<file path="config.mk">
export PLATFORM = sky130hd
export DESIGN_NAME = usr_datapath_flat
export DESIGN_NICKNAME = d
export VERILOG_FILES = /design/src/rtl/usr_datapath_if.sv /design/src/rtl/usr_datapath.sv /design/src/flat_wrapper.sv
export SDC_FILE = /design/constraint.sdc
export NUM_CORES = 1
export LEC_CHECK = 0
export ABC_AREA = 1
export BUFFER_PORTS_ARGS = -buffer_cell sky130_fd_sc_hd__buf_2
export CORE_MARGIN = 4
export CORE_UTILIZATION = 40
export CTS_BUF_LIST = sky130_fd_sc_hd__clkbuf_8
export DETAILED_ROUTE_END_ITERATION = 12
export PLACE_DENSITY = 0.66
export SLEW_MARGIN = 10
export SYNTH_ARGS = -nofsm -noshare
export SYNTH_HDL_FRONTEND = slang
export SYNTH_SLANG_ARGS = --single-unit
</file>
<file path="constraint.sdc">
create_clock -name clk -period 1.1 [get_ports clk]
set_input_delay 0.22 -clock clk [delete_from_list [all_inputs] [get_ports clk]]
set_output_delay 0.22 -clock clk [all_outputs]
set_load 0.005 [all_outputs]
</file>
<file path="src/rtl/usr_datapath_if.sv">
// Command/status bundle between the USR control FSM (master) and the shift datapath (slave).
interface usr_datapath_if #(
  parameter int WIDTH = 4
);
  logic             cmd_valid;
  logic             cmd_ready;
  logic [2:0]       S;
  logic [WIDTH-1:0] L;
  logic [1:0]       count;
  logic [WIDTH-1:0] Q;
  logic             carry;
  logic             ovf;
  logic             zero;
  logic             busy;
  logic             done;

  modport master (
    output cmd_valid, S, L, count,
    input  cmd_ready, Q, carry, ovf, zero, busy, done
  );

  modport slave (
    input  cmd_valid, S, L, count,
    output cmd_ready, Q, carry, ovf, zero, busy, done
  );
endinterface

</file>
<file path="src/rtl/usr_datapath.sv">
// Universal shift register datapath: accepts one op per handshake, shifts one bit per clock,
// then pulses done with carry/ovf status held until the next acceptance.
module usr_datapath #(
  parameter int WIDTH = 4
) (
  input  logic           clk,
  input  logic           reset,
  usr_datapath_if.slave  bus
);
  localparam int MSB = WIDTH - 1;

  localparam logic [2:0] OP_HOLD = 3'b000;
  localparam logic [2:0] OP_CSR  = 3'b001;
  localparam logic [2:0] OP_CSL  = 3'b010;
  localparam logic [2:0] OP_LSR  = 3'b011;
  localparam logic [2:0] OP_LSL  = 3'b100;
  localparam logic [2:0] OP_ASR  = 3'b101;
  localparam logic [2:0] OP_ASL  = 3'b110;
  localparam logic [2:0] OP_LOAD = 3'b111;

  typedef enum logic [1:0] {
    ST_IDLE = 2'd0,
    ST_RUN  = 2'd1,
    ST_DONE = 2'd2
  } state_e;

  state_e           state_q, state_d;
  logic [2:0]       op_q, op_d;
  logic [1:0]       rem_q, rem_d;
  logic [WIDTH-1:0] q_q, q_d;
  logic             carry_q, carry_d;
  logic             ovf_q, ovf_d;

  logic [WIDTH-1:0] step_q;
  logic             step_c;

  always_comb begin
    step_q = q_q;
    step_c = 1'b0;
    case (op_q)
      OP_CSR: begin step_q = {q_q[0], q_q[MSB:1]};      step_c = q_q[0];   end
      OP_CSL: begin step_q = {q_q[MSB-1:0], q_q[MSB]};  step_c = q_q[MSB]; end
      OP_LSR: begin step_q = {1'b0, q_q[MSB:1]};        step_c = q_q[0];   end
      OP_LSL: begin step_q = {q_q[MSB-1:0], 1'b0};      step_c = q_q[MSB]; end
      OP_ASR: begin step_q = {q_q[MSB], q_q[MSB:1]};    step_c = q_q[0];   end
      OP_ASL: begin step_q = {q_q[MSB-1:0], 1'b0};      step_c = q_q[MSB]; end
      default: begin step_q = q_q;                       step_c = 1'b0;     end
    endcase
  end

  always_comb begin
    state_d = state_q;
    op_d    = op_q;
    rem_d   = rem_q;
    q_d     = q_q;
    carry_d = carry_q;
    ovf_d   = ovf_q;
    case (state_q)
      ST_IDLE: begin
        if (bus.cmd_valid) begin
          op_d    = bus.S;
          rem_d   = bus.count;
          carry_d = 1'b0;
          ovf_d   = 1'b0;
          if (bus.S == OP_LOAD) begin
            q_d     = bus.L;
            state_d = ST_DONE;
          end else if (bus.S == OP_HOLD || bus.count == 2'd0) begin
            state_d = ST_DONE;
          end else begin
            state_d = ST_RUN;
          end
        end
      end
      ST_RUN: begin
        q_d     = step_q;
        carry_d = step_c;
        // Sign change is judged on the value before this step; once set it sticks.
        if (op_q == OP_ASL && (q_q[MSB] != q_q[MSB-1]))
          ovf_d = 1'b1;
        rem_d = rem_q - 2'd1;
        if (rem_q == 2'd1)
          state_d = ST_DONE;
      end
      ST_DONE: state_d = ST_IDLE;
      default: state_d = ST_IDLE;
    endcase
  end

  always_ff @(posedge clk or negedge reset) begin
    if (!reset) begin
      state_q <= ST_IDLE;
      op_q    <= 3'b000;
      rem_q   <= 2'd0;
      q_q     <= '0;
      carry_q <= 1'b0;
      ovf_q   <= 1'b0;
    end else begin
      state_q <= state_d;
      op_q    <= op_d;
      rem_q   <= rem_d;
      q_q     <= q_d;
      carry_q <= carry_d;
      ovf_q   <= ovf_d;
    end
  end

  assign bus.cmd_ready = (state_q == ST_IDLE);
  assign bus.busy      = (state_q != ST_IDLE);
  assign bus.done      = (state_q == ST_DONE);
  assign bus.Q         = q_q;
  assign bus.carry     = carry_q;
  assign bus.ovf       = ovf_q;
  assign bus.zero      = (q_q == '0);
endmodule

</file>
<file path="src/flat_wrapper.sv">
// flat-port wrapper written by rule: the top's interface ports become plain ports
module usr_datapath_flat 
#(
  parameter int WIDTH = 4
)
  (clk, reset, bus_cmd_valid, bus_S, bus_L, bus_count, bus_cmd_ready, bus_Q, bus_carry, bus_ovf, bus_zero, bus_busy, bus_done);
  usr_datapath_if #(.WIDTH(WIDTH)) bus_i ();
  input  logic clk;
  input  logic reset;
  input wire logic [$bits(bus_i.cmd_valid)-1:0] bus_cmd_valid;
  input wire logic [$bits(bus_i.S)-1:0] bus_S;
  input wire logic [$bits(bus_i.L)-1:0] bus_L;
  input wire logic [$bits(bus_i.count)-1:0] bus_count;
  output wire logic [$bits(bus_i.cmd_ready)-1:0] bus_cmd_ready;
  output wire logic [$bits(bus_i.Q)-1:0] bus_Q;
  output wire logic [$bits(bus_i.carry)-1:0] bus_carry;
  output wire logic [$bits(bus_i.ovf)-1:0] bus_ovf;
  output wire logic [$bits(bus_i.zero)-1:0] bus_zero;
  output wire logic [$bits(bus_i.busy)-1:0] bus_busy;
  output wire logic [$bits(bus_i.done)-1:0] bus_done;
  assign bus_i.cmd_valid = bus_cmd_valid;
  assign bus_i.S = bus_S;
  assign bus_i.L = bus_L;
  assign bus_i.count = bus_count;
  assign bus_cmd_ready = bus_i.cmd_ready;
  assign bus_Q = bus_i.Q;
  assign bus_carry = bus_i.carry;
  assign bus_ovf = bus_i.ovf;
  assign bus_zero = bus_i.zero;
  assign bus_busy = bus_i.busy;
  assign bus_done = bus_i.done;
  usr_datapath #(.WIDTH(WIDTH)) u_core (.clk(clk), .reset(reset), .bus(bus_i));
endmodule
</file>
==> metrics <==
status complete, but fails checks; failing checks negative setup slack; CP startpoint kind flop; total wire length roughly 2.4 mm; VDD IR max 1.74 mV; arrival time at the worst endpoint 1.07 ns; measured slew at the worst slew-check pin roughly 0.36 ns; Hold Fails Final Rpt 0; final setup violation count 13; CP Class flop to output port; Fin Setup TNS -0.772 ns; I/O pins 22; via/cell ratio 4.99; num rows 15; GR Util met2 27.9%; number of buffers created by CTS 3; hold depth 3; diodes inserted 0; post-synth cell types 20; remaining antenna violation count 0; max-cap viol count 0; worst skew pair latency 0.24 ns; layout cells sized above 1 55.3%; worst-case clock buffer depth 2; Post-Layout Inst Area 0.00132 mm^2; clock-pin slew on the worst setup and hold paths 0.06 ns; per-instance average area after synthesis 7.02 um^2; DRT iter0 DRCs 35; GR Overflow Total 0; cells on worst reg2reg path 7; Setup crit end bus_zero; RR Startpoint u_core.state_q[0]; global routing usage on met3 2.85%; crit path capture type output port; TritonCTS clock tree yes; skew final roughly 0.00080 ns; Nets 174; H-Tree Level Count 1; GPL Wtd Cong 0.897; fin crit period 1.29 ns; Die Span Y 52.7 um; Core Area 0.00180 mm^2; synthesized instance count 114; Hold Slack 0.234 ns; gr usage total between 15 and 20%; Routed WL per cell 13.1 um; largest net degree at the start of global routing 14; Hold Path Class input port to flop; Area growth syn-to-layout 64.7%; Leak 0.680 nW; Clock Sinks 13; HPWL after DPL ~1.5 mm; fmax 774 MHz; Ys Warns 0; via count slightly above 900; reg2reg end u_core.rem_q[1]; grt peak-use layer met2; Syn Nets roughly 130; RSZ-0062 raised after global routing yes; Slew HR 75.7%; CP Max Fanout 2; drt drc 0; port bufs 21; grt met1 use 22.7%; setup slack after layout -0.192 ns; Pre-Repair DR Iteration Count 4; vias in the first global route 893; sequential fraction of the synthesis area 40.6%; first-pass GRT wire length about 3.6 mm; R2R Setup Slk -0.09 ns; pre-CTS setup slack -0.0285 ns; Synth Register Bits 13; Initial Util between 40% and 50%; Mapped Area 801 um^2; clk root buf clkbuf_8; initial antenna violation count 0; Final Max Slew Viols 0; Final period util 117%; die area between 0.002 and 0.003 mm^2; Placed Instance Area between 0.001 and 0.0015 mm^2; CP startpoint u_core.bus.Q[3]; PwrDens 3200 mW/mm^2; worst endpoint required time 0.88 ns; final core occ 73.2%; Die X 52.7 um
-- Yosys cell counts --
master / number / share of area [%]
a21oi_1: 2 / 1.3
o22ai_1: 1 / 0.78
o211ai_1: 2 / 1.9
o21ai_1: 2 / 1.3
nand3_2: 1 / 1.3
or2_2: 1 / 0.78
inv_2: 5 / 2.3
nand3_1: 10 / 6.3
nand2_1: 35 / 16
o21ai_2: 2 / 2.2
dfrtp_1: 13 / 41
nand2_4: 1 / 1.4
o21ai_0: 6 / 3.8
clkinv_2: 1 / 0.62
nand2_2: 3 / 2.3
nor3_1: 3 / 1.9
nor2_1: 11 / 5.2
ha_1: 2 / 3.1
nand4_1: 2 / 1.6
inv_1: 11 / 5.2
-- logic make-up after synthesis --
| logic type | synth area share (%) |
|---|---|
| AOI/OAI and AO/OA | 11.1 |
| adders and majority gates | 3.12 |
| buffers and inverters | 8.12 |
| DFF | 40.6 |
| and+or+nand+nor | 37.0 |
-- per-layer routing --
layer  vias to the layer above  wire length [um]
li1                        457                 -
met1                       425               969
met2                        30              1280
met3                         6               136
met4                         0                27
met5                         -                 0
-- metrics by stage --
stage / power, W / instances
final: 0.00422 / 184
after global routing: 0.00457 / 184
after CTS: 0.00347 / 183
after detailed placement: 0.00283 / 173
after global placement: 0.00280 / 173
after floorplan: 0.00202 / 114
-- timing repair --
item	CTS	global route
setup buffers	5	1
hold buffers	1	0
endpoints found under the setup margin	8	18
endpoints found under the hold margin	13	0
resized for setup	11	50
pin swaps	6	13
gates cloned	0	0
-- registers in the layout, summed over array words and instances (netlist names) --
name	flops
u_core.bus.carry	1
u_core.rem_q	2
u_core.op_q	3
u_core.bus.ovf	1
u_core.bus.Q	4
u_core.state_q	2
-- power by group --
part | leakage (nW) | total (W) | switching, W | internal, W
sequential | 0.161 | 0.000946 | 0.000232 | 0.000714
combinational | 0.493 | 0.00286 | 0.00151 | 0.00134
clock | 0.0269 | 0.000423 | 0.000176 | 0.000247
-- cell usage in the layout (no fill, tap or decap), types with 2 or more instances in the layout --
cell type / instances
buf_6: 8
nand3_1: 8
dfrtp_2: 2
nor2_4: 2
nand2_4: 7
o21ai_4: 2
inv_2: 7
o211ai_1: 2
clkbuf_8: 3
nand4_1: 2
nand2_1: 21
nand2_2: 11
dfrtp_1: 11
inv_4: 4
buf_2: 19
o21ai_2: 3
nor2_1: 9
a21oi_1: 2
o21ai_1: 4
buf_4: 13
nand3_2: 3
inv_1: 6
ha_1: 2
-- worst min path at each step --
stage | slack [ns] | endpoint | from
3_3_place_gp | 0.13 | u_core.state_q[1] | reset
4_1_cts | 0.22 | u_core.op_q[1] | bus_S[1]
3_5_place_dp | 0.13 | u_core.state_q[1] | reset
6_report | 0.23 | u_core.op_q[2] | bus_S[2]
2_1_floorplan | -0.08 | u_core.bus.Q[0] | reset
5_1_grt | 0.25 | u_core.op_q[1] | bus_S[1]
-- critical path, stage by stage (launching register included) --
cell	delay, ns
dfrtp_1	0.39
inv_2	0.07
ha_1	0.14
nand2_1	0.05
nor2_1	0.08
buf_2	0.11
-- area by class of cell --
type | instances | area [um^2]
tap | 25 | 31.3
clock inverter | 1 | 3.75
clock buffer | 3 | 41.3
timing repair buffer | 41 | 293
sequential | 13 | 328
inverter | 17 | 78.8
multi-input combinational | 84 | 543
fill | 150 | 483
Power figures use the tool's default switching activity.
